`src/rtl/tm1637_seq_ctrl.sv`:
```
// tm1637_seq_ctrl: drives the three-frame TM1637 display update through a start/done serial master
module tm1637_seq_ctrl #(
    parameter int unsigned MAX_RETRIES    = 2,
    parameter int unsigned TIMEOUT_CYCLES = 2000000,
    parameter int unsigned GAP_CYCLES     = 16
) (
    input  logic        clk,
    input  logic        rst,
    input  logic        update,
    input  logic [15:0] digit_hex,
    input  logic [3:0]  dp,
    input  logic [3:0]  blank,
    input  logic [2:0]  brightness,
    input  logic        display_on,
    output logic        m_start,
    output logic [7:0]  m_data_array [0:7],
    output logic [2:0]  m_num_bytes,
    input  logic        m_busy,
    input  logic        m_done,
    input  logic        m_ack_error,
    output logic        busy,
    output logic        done,
    output logic        err,
    output logic [1:0]  err_code
);
    typedef enum logic [2:0] {IDLE, LOAD, GAP, PULSE, WAIT, CHECK, FINISH} state_t;

    localparam logic [6:0]  HEX [16] = '{7'h3F, 7'h06, 7'h5B, 7'h4F, 7'h66, 7'h6D, 7'h7D, 7'h07,
                                         7'h7F, 7'h6F, 7'h77, 7'h7C, 7'h39, 7'h5E, 7'h79, 7'h71};
    localparam logic [2:0]  RETRY_MAX = 3'(MAX_RETRIES);
    localparam logic [31:0] GAP_LAST  = 32'(GAP_CYCLES - 1);
    localparam logic [32:0] TO_LAST   = {1'b0, 32'(TIMEOUT_CYCLES - 1)};

    state_t      state_q, state_d;
    logic        pending_q, pending_d, err_q, err_d, nack_q, nack_d, on_q, on_d;
    logic [1:0]  err_code_q, err_code_d, frame_q, frame_d;
    logic [2:0]  retry_q, retry_d, bright_q, bright_d, nbytes_q, nbytes_d;
    logic [31:0] gap_q, gap_d, to_q, to_d;
    logic [32:0] to_inc;
    logic [7:0]  seg_q [4];
    logic [7:0]  seg_d [4];
    logic [7:0]  data_q [8];
    logic [7:0]  data_d [8];

    function automatic logic [7:0] encode(input logic [3:0] hex, input logic point, input logic off);
        return off ? 8'h00 : {point, HEX[hex]};
    endfunction

    // Next state: snapshot on launch, frame loading, gap/timeout counting, retry and abort decisions
    always_comb begin
        state_d    = state_q;
        pending_d  = (state_q == IDLE) ? 1'b0 : (pending_q | update);
        err_d      = err_q;
        err_code_d = err_code_q;
        nack_d     = nack_q;
        on_d       = on_q;
        frame_d    = frame_q;
        retry_d    = retry_q;
        bright_d   = bright_q;
        nbytes_d   = nbytes_q;
        gap_d      = gap_q;
        to_d       = to_q;
        seg_d      = seg_q;
        data_d     = data_q;
        to_inc     = {1'b0, to_q} + 33'd1;
        case (state_q)
            IDLE: if (update || pending_q) begin
                state_d    = LOAD;
                err_d      = 1'b0;
                err_code_d = 2'b00;
                frame_d    = 2'd0;
                retry_d    = 3'd0;
                bright_d   = brightness;
                on_d       = display_on;
                for (int i = 0; i < 4; i++) seg_d[i] = encode(digit_hex[4*i +: 4], dp[i], blank[i]);
            end
            LOAD: begin
                data_d    = '{default: 8'h00};
                data_d[0] = (frame_q == 2'd0) ? 8'h40 : (frame_q == 2'd1) ? 8'hC0 :
                            (on_q ? {5'b10001, bright_q} : 8'h80);
                if (frame_q == 2'd1) for (int i = 0; i < 4; i++) data_d[i+1] = seg_q[i];
                nbytes_d  = (frame_q == 2'd1) ? 3'd5 : 3'd1;
                gap_d     = '0;
                state_d   = GAP;
            end
            GAP: begin
                gap_d = m_busy ? '0 : gap_q + 32'd1;
                if (!m_busy && gap_q == GAP_LAST) state_d = PULSE;
            end
            PULSE: begin
                to_d    = '0;
                state_d = WAIT;
            end
            WAIT: if (m_done) begin
                nack_d  = m_ack_error;
                state_d = CHECK;
            end else if (to_inc >= TO_LAST) begin
                err_d      = 1'b1;
                err_code_d = 2'b10;
                state_d    = FINISH;
            end else begin
                to_d = (&to_q) ? to_q : to_inc[31:0];
            end
            CHECK: begin
                state_d = LOAD;
                if (!nack_q && frame_q != 2'd2) begin
                    frame_d = frame_q + 2'd1;
                    retry_d = 3'd0;
                end else if (!nack_q) begin
                    state_d = FINISH;
                end else if (retry_q < RETRY_MAX) begin
                    retry_d = retry_q + 3'd1;
                end else begin
                    err_d      = 1'b1;
                    err_code_d = 2'b01;
                    state_d    = FINISH;
                end
            end
            FINISH: state_d = IDLE;
            default: state_d = IDLE;
        endcase
    end

    // Registers; reset abandons any frame in flight and returns to IDLE
    always_ff @(posedge clk) begin
        if (rst) begin
            state_q    <= IDLE;
            pending_q  <= 1'b0;
            err_q      <= 1'b0;
            err_code_q <= 2'b00;
            nack_q     <= 1'b0;
            on_q       <= 1'b0;
            frame_q    <= 2'd0;
            retry_q    <= 3'd0;
            bright_q   <= 3'd0;
            nbytes_q   <= 3'd0;
            gap_q      <= '0;
            to_q       <= '0;
            seg_q      <= '{default: 8'h00};
            data_q     <= '{default: 8'h00};
        end else begin
            state_q    <= state_d;
            pending_q  <= pending_d;
            err_q      <= err_d;
            err_code_q <= err_code_d;
            nack_q     <= nack_d;
            on_q       <= on_d;
            frame_q    <= frame_d;
            retry_q    <= retry_d;
            bright_q   <= bright_d;
            nbytes_q   <= nbytes_d;
            gap_q      <= gap_d;
            to_q       <= to_d;
            seg_q      <= seg_d;
            data_q     <= data_d;
        end
    end

    assign m_start      = (state_q == PULSE);
    assign m_data_array = data_q;
    assign m_num_bytes  = nbytes_q;
    assign busy         = (state_q != IDLE);
    assign done         = (state_q == FINISH);
    assign err          = err_q;
    assign err_code     = err_code_q;
endmodule
```
`config.mk`:
```
export PLATFORM = sky130hd
export DESIGN_NAME = tm1637_seq_ctrl
export DESIGN_NICKNAME = d
export VERILOG_FILES = /design/src/rtl/tm1637_seq_ctrl.sv
export SDC_FILE = /design/constraint.sdc
export NUM_CORES = 1
export LEC_CHECK = 0
export ABC_AREA = 1
export CAP_MARGIN = 5
export CORE_UTILIZATION = 58
export CTS_BUF_LIST = sky130_fd_sc_hd__clkbuf_4 sky130_fd_sc_hd__clkbuf_8
export DETAILED_ROUTE_END_ITERATION = 8
export GPL_TIMING_DRIVEN = 0
export HOLD_SLACK_MARGIN = 0.08
export PLACE_DENSITY = 0.89
export SLEW_MARGIN = 20
export SYNTH_ARGS = -nofsm -noshare
export SYNTH_HDL_FRONTEND = slang
export SYNTH_SLANG_ARGS = --single-unit
```
`constraint.sdc`:
```
create_clock -name clk -period 5.2 [get_ports clk]
set_clock_uncertainty 0.05 [all_clocks]
set_input_delay 1.04 -clock clk [delete_from_list [all_inputs] [get_ports clk]]
set_output_delay 1.04 -clock clk [all_outputs]
set_load 0.02 [all_outputs]
```
==> results by group <==
Synthesis
  • Synth Warn #: 0
  • Largest family of logic cells by synthesized area: simple AND/OR/NAND/NOR gates
  • Synth async-reset ratio: 0%
  • Top post-synthesis cells by area: dfxtp_1 (36%), nand2_1 (12%), nor2_1 (7.4%)
  • Count of cell types in the netlist: 50
  • Sequential share of the synthesized area: 35.9%
  • Post-synth EDFFs: 0
  • Synth Area in Compound Gates: 15.0%
  • Post-Syn Area per Cell: 6.87 um2
  • #FFs+latches synth: 153
  • Cell taking the most area after synthesis: dfxtp_1
  • Synth Area in Simple Gates: 34.7%
  • Mux cell area share after synthesis: 0%
  • XOR/XNOR share of the synthesized area: 0.205%
  • Synth top area share: 35.9%
  • Post-Synth Adder-Cell Area: 3.95%
  • Top FF cell, synth: dfxtp_1
  • Synth Cell Area: 0.00854 mm2
  • Synth Instances: 1243

Timing
  • Least-Margin Pin Slew: 0.915 ns
  • Max-slew violation count: 0
  • Minimum clock period: 3.53 ns
  • Final Cycle Share: 67.8%
  • Slew HR: 38.8%
  • Hold_ws: 0.408 ns
  • Final Hold Viols: 0
  • Setup TNS: 0 ns
  • Final Setup Violations: 0
  • Max Fclk: 0.284 GHz
  • RSZ-0062 raised after global routing: no

Cells and area
  • N_diodes: 0
  • Nets@finish: 1422
  • Ratio of cells with drive above 1 in the final layout: 9.17%
  • Design Area, Final: 0.0100 mm2
  • Area grow syn2layout: 17.4%
  • Final core occ: 70.9%

Run status
  • Status: completed

Route
  • DR vias: 8725
  • Initial DRC count: 1018
  • Pre-antenna DRT Iters: 8
  • DRT antenna net count: 0
  • Detailed Route WL: 22800 um
  • Vias per cell: 5.61
  • Wire length per cell: 14.7 um
  • DR DRC count: 0

GRT
  • Grt total ovfl: 0
  • Total GRT Usage: 30.4%
  • Met3 Use GR: 5.44%
  • Pin count of the biggest net entering global routing: 17
  • Vias in the first global route: 7748
  • Initial antenna violation count: 0
  • GR met1 Demand/Resource: 39.4%
  • Met2 global-route usage: 50.2%
  • GRT Max-Usage Layer: met2
  • First-pass GRT wire length: 36200 um

Die
  • Row Count: 43
  • Die footprint: 0.0152 mm2
  • # IOs: 107
  • Core area: 0.0141 mm2
  • Die W: 123 um
  • Die H: 123 um
  • Initial Utilization: 60.4%

Power
  • Tot Pwr: 3.28 mW
  • Sw Pwr: 1.22 mW
  • Pint: 2.06 mW
  • Comb pwr share: 29.2%
  • Static leakage: 3.79 nW
  • Clock network power share: 30.2%
  • Sequential Power Share: 40.6%
  • Fraction of power spent switching nets: 37.3%
  • VDD IR max: 0.247 mV
  • Pwr Density: 327 mW/mm2

Clock tree
  • Post-CTS setup repair buffer count: 0
  • Num CTS Buffers: 17
  • CTS tree: yes
  • Number of H-tree levels: 4
  • CTS Buffer Depth: 2
  • Root Driver: clkbuf_8
  • Clk slew on worst S/H paths: 0.09 ns
  • PostCTS Resize Cnt: 0
  • Cts hold-fix bufs: 0
  • Worst-Skew Late Latency: 0.47 ns
  • Sink Count: 153

Setup path
  • Reg2Reg Setup Slack: 2.45 ns
  • CP Max Fanout: 7
  • CP Capture Type: output port
  • Buf/Inv on CP: 1
  • Slowest-stage cell, CP: clkdlybuf4s50_1
  • Worst path required time: 4.11 ns
  • Startpoint types: register
  • Critical Path AT: 2.44 ns
  • Slowest stage delay, CP: 0.75 ns
  • Critical-path cell list: nand2_1 > nor2_1 > clkdlybuf4s50_1
  • Delay-heaviest family, CP: simple AND/OR/NAND/NOR gates
  • Crit path kind: reg2out

Place
  • GP Congestion: 0.943
  • HPWL Detailed: 16800 um
  • PortBufs: 73
  • Placed Area: 0.00960 mm2

Job
  • Max Cap Viol: 0

Worst hold path
  • Hold Crit Class: reg2reg
## worst min-delay path, stage by stage, from the launching register on
cell and delay (ns):
dfxtp_1 0.32, inv_1 0.05, a21oi_1 0.05
## metrics by stage
step	worst slack, ns	instances
after floorplan	2.93	1269
after global placement	1.75	1522
after detailed placement	1.71	1522
after CTS	1.73	1554
after global routing	1.65	1554
final	1.67	1554
## cell usage in the layout (no fill, tap or decap), types with 27 or more instances in the layout
cell	instances
clkdlybuf4s50_1	73
dfxtp_1	153
nand3_1	101
o21ai_0	46
buf_4	27
ha_1	27
conb_1	27
a21oi_1	99
inv_1	115
clkbuf_1	33
nor2_1	168
nand2_1	283
## synth_stat cells, types with 16 or more instances
| library cell | number |
|---|---|
| nor3_1 | 16 |
| nand2_1 | 283 |
| clkbuf_1 | 33 |
| nor2_1 | 168 |
| ha_1 | 27 |
| a21oi_1 | 99 |
| nand4_1 | 17 |
| o21ai_0 | 46 |
| nand3_1 | 101 |
| buf_4 | 27 |
| inv_1 | 115 |
| dfxtp_1 | 153 |
## logic make-up after synthesis
group / count (synthesis)
and+or+nand+nor: 655
AOI/OAI and AO/OA: 214
buffers and inverters: 191
DFF: 153
adders and majority gates: 27
xor gates and xnor gates: 2
other: 1
## sequential cells by signal (all words and copies together), names as in the netlist, 3 cells and up
register,cells
m_data_array,38
gap_q,32
seg_q,32
to_q,32
bright_q,3
retry_q,3
state_q,3
## path summary, 6_finish.rpt
| kind | startpoint | endpoint | cells past startpoint |
|---|---|---|---|
| max | state_q[1] | m_start | 3 |
| min | retry_q[2] | retry_q[2] | 2 |
| max reg2reg | to_q[1] | to_q[11] | 16 |
| min reg2reg | retry_q[2] | retry_q[2] | 2 |
## metal layers
layer	vias up	routed length, um
li1	4296	-
met1	4017	9850
met2	351	10900
met3	61	1530
met4	0	594
met5	-	0
## power by group through the flow
stage	clock [mW]	sequential, mW	combinational, mW
2_1_floorplan	0	1.36	0.621
3_3_place_gp	0	1.35	0.915
3_5_place_dp	0	1.35	0.930
4_1_cts	0.985	1.33	0.939
5_1_grt	1.04	1.34	1.05
6_report	0.990	1.33	0.958
## layout make-up
cell class / instances / area (um2)
Buffer: 72 / 419
Clock buffer: 20 / 263
Clock inverter: 12 / 166
Fill cell: 1154 / 4120
Inverter: 119 / 452
Multi-Input combinational cell: 925 / 4710
Sequential cell: 153 / 3060
Tap cell: 180 / 225
Timing Repair Buffer: 73 / 731
(Power assumes the default switching activity.)
